### src/rtl/bcd_countdown_timer.sv
// rtl/bcd_countdown_timer.sv - MM:SS BCD countdown timer (max 59:59) with run/pause/expire FSM.
// Define COUNTDOWN_AUTORELOAD_EN to reload the preset at 00:00 instead of expiring.
module bcd_countdown_timer (
  input  logic        clk,
  input  logic        reset,
  input  logic        tick,
  input  logic        load,
  input  logic [15:0] preset_in,
  input  logic        start_pause,
  input  logic        clear,
  output logic [3:0]  min_tens,
  output logic [3:0]  min_ones,
  output logic [3:0]  sec_tens,
  output logic [3:0]  sec_ones,
  output logic        running,
  output logic        expired,
  output logic        done_pulse
);

  typedef enum logic [1:0] {
    S_IDLE    = 2'd0,
    S_RUN     = 2'd1,
    S_PAUSE   = 2'd2,
    S_EXPIRED = 2'd3
  } state_e;

  state_e      state_q, state_d;
  logic [15:0] count_q, count_d;
  logic [15:0] preset_q, preset_d;
  logic        done_q, done_d;
  logic [15:0] preset_clamped;
  logic [15:0] count_dec;

  function automatic logic [3:0] clamp_digit(input logic [3:0] d, input logic [3:0] mx);
    return (d > mx) ? mx : d;
  endfunction

  // Borrow chain; only applied to a nonzero count, so min_tens never wraps.
  function automatic logic [15:0] dec_bcd(input logic [15:0] c);
    logic [15:0] r;
    r = c;
    if (c[3:0] != 4'd0) begin
      r[3:0] = c[3:0] - 4'd1;
    end else begin
      r[3:0] = 4'd9;
      if (c[7:4] != 4'd0) begin
        r[7:4] = c[7:4] - 4'd1;
      end else begin
        r[7:4] = 4'd5;
        if (c[11:8] != 4'd0) begin
          r[11:8] = c[11:8] - 4'd1;
        end else begin
          r[11:8]  = 4'd9;
          r[15:12] = c[15:12] - 4'd1;
        end
      end
    end
    return r;
  endfunction

  assign preset_clamped = {clamp_digit(preset_in[15:12], 4'd5),
                           clamp_digit(preset_in[11:8],  4'd9),
                           clamp_digit(preset_in[7:4],   4'd5),
                           clamp_digit(preset_in[3:0],   4'd9)};
  assign count_dec = dec_bcd(count_q);

  always_ff @(posedge clk) begin
    if (reset) begin
      state_q  <= S_IDLE;
      count_q  <= 16'h0000;
      preset_q <= 16'h0000;
      done_q   <= 1'b0;
    end else begin
      state_q  <= state_d;
      count_q  <= count_d;
      preset_q <= preset_d;
      done_q   <= done_d;
    end
  end

  always_comb begin
    state_d  = state_q;
    count_d  = count_q;
    preset_d = preset_q;
    done_d   = 1'b0;
    if (clear) begin
      count_d = preset_q;
      state_d = S_IDLE;
    end else if (load) begin
      preset_d = preset_clamped;
      count_d  = preset_clamped;
      state_d  = S_IDLE;
    end else if (start_pause) begin
      case (state_q)
        S_IDLE:  if (count_q != 16'h0000) state_d = S_RUN;
        S_RUN:   state_d = S_PAUSE;
        S_PAUSE: state_d = S_RUN;
        default: state_d = state_q;
      endcase
    end else if (tick && (state_q == S_RUN)) begin
`ifdef COUNTDOWN_AUTORELOAD_EN
      if (count_q == 16'h0000) begin
        count_d = preset_q;
      end else begin
        count_d = count_dec;
        if (count_dec == 16'h0000) done_d = 1'b1;
      end
`else
      if (count_q != 16'h0000) begin
        count_d = count_dec;
        if (count_dec == 16'h0000) begin
          done_d  = 1'b1;
          state_d = S_EXPIRED;
        end
      end
`endif
    end
  end

  always_comb begin
    min_tens   = count_q[15:12];
    min_ones   = count_q[11:8];
    sec_tens   = count_q[7:4];
    sec_ones   = count_q[3:0];
    running    = (state_q == S_RUN);
    expired    = (state_q == S_EXPIRED);
    done_pulse = done_q;
  end

endmodule

### config.mk
export PLATFORM = sky130hd
export DESIGN_NAME = bcd_countdown_timer
export DESIGN_NICKNAME = d
export VERILOG_FILES = /design/src/rtl/bcd_countdown_timer.sv
export SDC_FILE = /design/constraint.sdc
export NUM_CORES = 1
export LEC_CHECK = 0
export BUFFER_PORTS_ARGS = -buffer_cell sky130_fd_sc_hd__buf_4
export CAP_MARGIN = 20
export CORE_ASPECT_RATIO = 1.4
export CORE_MARGIN = 2
export CORE_UTILIZATION = 40
export CTS_BUF_LIST = sky130_fd_sc_hd__clkbuf_16
export DETAILED_ROUTE_END_ITERATION = 8
export PLACE_DENSITY = 0.6
export SLEW_MARGIN = 20
export SYNTH_ARGS = -nofsm -noshare
export SYNTH_HDL_FRONTEND = slang
export SYNTH_SLANG_ARGS = --single-unit
### constraint.sdc
create_clock -name clk -period 2.73 [get_ports clk]
set_clock_uncertainty 0.1 [all_clocks]
set_input_delay 0.546 -clock clk [delete_from_list [all_inputs] [get_ports clk]]
set_output_delay 0.546 -clock clk [all_outputs]
set_load 0.01 [all_outputs]
==> qor.yml <==
sta:
  finalSetupTns_ns: 0
  slew_violations: 0
  slew_headroom: 0.547
  min_period_over_period: 0.828
  setup_violations: 0
  whs_ns: 0.352
  hold_viol: 0
  max_clock_freq_ghz: 0.442
  grt_setup_unrepaired: "no"
  period_needed_ns: 2.26
  tightestPinTransition_ns: 0.680
synth:
  async_flop_share: 0
  yosysSeqAreaShare: 0.360
  yosys_warnings: 0
  synth_nets: 277
  synth_edf_count: 0
  syn_inst: 253
  synthFlopType: "dfxtp_1"
  synth_area_leaders: "dfxtp_1 (36%), a21oi_1 (6.4%), nor2_1 (5.6%)"
  yosys.area.top_type_share: 0.360
  syn_area_um2: 1950
  ys_seq_elements: 35
  synthDistinctLibCells: 53
  synth_top_area_cell: "dfxtp_1"
  syn_area_per_cell_um2: 7.70
placement:
  dpl.hpwl_um: 3830
  port_buffers: 40
  dpl_cell_area_um2: 2310
  place_congestion: 0.798
critical_path:
  worstPathRequired_ns: 2.82
  cp_max_fo: 15
  critPathLaunch: "count_q[12]"
  slowest_delay_ns: 0.54
  cp.arrival_ns: 2.35
  endpoint_kind: "flop"
  critical_path_class: "reg2reg"
  reg2reg_from: "count_q[12]"
  cp-start-kind: "flop"
  slowest_stage: "o21ai_2"
  crit_path_cell_trace: "inv_1 -> ha_1 -> nor3b_1 -> and4_2 -> o21ai_2 -> o21ai_0 -> a211oi_1"
cts:
  h-tree-depth: 2
  clkSlewWorstSetupHoldPaths_ns: 0.06
  cts_hold_buf: 0
  cts_resized: 0
  clockBufferDepth: 2
  numCtsBuffers: 5
  post-cts-setup-buffer-count: 0
  cts_tree: "yes"
  insertion_delay_ns: 0.28
  cts_root_buf: "clkbuf_16"
  clock-sinks: 35
route:
  vias: 2002
  dr_wl_met2_um: 2520
  vias_per_cell: 5.61
  ant_nets: 0
  wl_met1_um: 2500
  drt-total-wl_um: 5380
  wl_met3_um: 228
  drc: 0
  wl_per_cell_um: 15.1
  highest_layer: "met4"
  drt_iter0_markers: 71
  drt_first_pass_iters: 4
cells_and_area:
  nFillCells: 510
  fin_nets: 316
  final_util: 0.516
  antenna_cells: 0
  ff_latch_area_um2: 701
  multi_input_area_um2: 1140
  design_area_um2: 2460
  area_growth_syn_to_layout_pct: 26.3
  drive_gt1_frac: 0.229
global_routing:
  antenna_found_initial: 0
  track_usage: 0.206
  gr-total-overflow: 0
  first_global_vias: 1750
  grt_pass1_wl_um: 8760
  grt_max_degree: 36
floorplanning:
  rows: 30
  start_util: 0.408
  core_area_um2: 4770
  die_w_um: 63.0
  io_pins: 41
  die_y_um: 86.5
  die_area_um2: 5450
hold_path:
  worstHoldStart: "preset_q[13]"
  min_path_type: "reg2reg"
run_status:
  status: "finished, final reports clean"
power_and_ir_drop:
  p_per_area_nw_per_um2: 567
  ir_drop_mv: 0.274
  p_leak_nw: 0.972
flow_run:
  maxCapViolCount: 0
## area by class of cell
type	instances	area share
Multi-Input combinational cell	191	0.464
Clock buffer	5	0.0509
Inverter	12	0.0183
Timing Repair Buffer	47	0.144
Clock inverter	3	0.00611
Sequential cell	35	0.285
Tap cell	64	0.0326
## synth_stat cells (all sizes together), types with 2 or more instances
cell type,number
dfxtp,35
nor2,29
nand2,26
a21oi,25
o21ai,17
a211oi,14
nand3,13
clkbuf,12
inv,12
a311oi,5
nor4,5
a31oi,4
a21boi,3
a21o,3
a22oi,3
buf,3
nand4,3
nor3,3
nor3b,3
or3,3
a211o,2
and2,2
ha,2
mux2i,2
nor2b,2
or2,2
or3b,2
## cell families (layout without fill, tap and decap cells)
| family | Yosys count | after routing | share of synthesized area |
|---|---|---|---|
| compound gates | 85 | 85 | 0.284 |
| xor+xnor | 1 | 1 | 0.00450 |
| fa+ha+maj | 2 | 2 | 0.0129 |
| buf+inv | 27 | 67 | 0.0565 |
| flops | 35 | 35 | 0.360 |
| mux | 3 | 3 | 0.0161 |
| simple gates | 100 | 100 | 0.266 |
## sequential cells by signal, indices dropped and copies added, names as in the netlist
| register | cells |
|---|---|
| preset_q | 16 |
| done_pulse | 1 |
| count_q | 16 |
| state_q | 2 |
## path summary, 6_finish.rpt
| kind | to | slack [ns] | depth (start not counted) |
|---|---|---|---|
| setup / recovery | count_q[3] | 0.47 | 7 |
| setup reg to reg | count_q[3] | 0.47 | 7 |
| hold reg to reg | preset_q[13] | 0.35 | 2 |
| hold / removal | preset_q[13] | 0.35 | 2 |
## per-stage QoR
step | power (mW) | worst slack, ns | std cells
after floorplan | 0.748 | 0.702 | 253
after global placement | 0.853 | 0.165 | 349
after detailed placement | 0.854 | 0.0905 | 349
after CTS | 1.41 | 0.0771 | 357
after global routing | 1.46 | 0.298 | 357
final | 1.40 | 0.469 | 357
## power breakdown
| part | internal [mW] | switching, mW |
|---|---|---|
| registers | 0.536 | 0.0289 |
| logic | 0.123 | 0.157 |
| clock network | 0.333 | 0.217 |
## worst max-delay path: cells and delay by family, from the launching register on
family	cells	cell delay, ns
AO/OA/AOI/OAI	3	0.99
adder cells (fa/ha/maj)	1	0.20
buffers and inverters	1	0.10
flip-flops	1	0.39
AND/OR/NAND/NOR	2	0.40
## layer usage
metal / global-route usage / up-vias
met4: 0.101 / 0
met5: 0 / -
met3: 0.0429 / 15
met1: 0.264 / 929
met2: 0.330 / 55
li1: - / 1003
## placed cells by master (no fill, tap or decap), types with 3 or more instances in the layout
cell	n
nand2_1	26
clkbuf_16	5
clkinv_2	3
nor3_1	3
buf_4	47
a21boi_0	3
nand4_1	3
a311oi_1	4
o21ai_0	16
a22oi_1	3
nor2_1	29
nor4_1	3
or3_1	3
dfxtp_1	35
a21oi_1	25
nor3b_1	3
a31oi_1	4
inv_1	12
a21o_1	3
a211oi_1	14
nand3_1	12
Power figures use the tool's default switching activity.
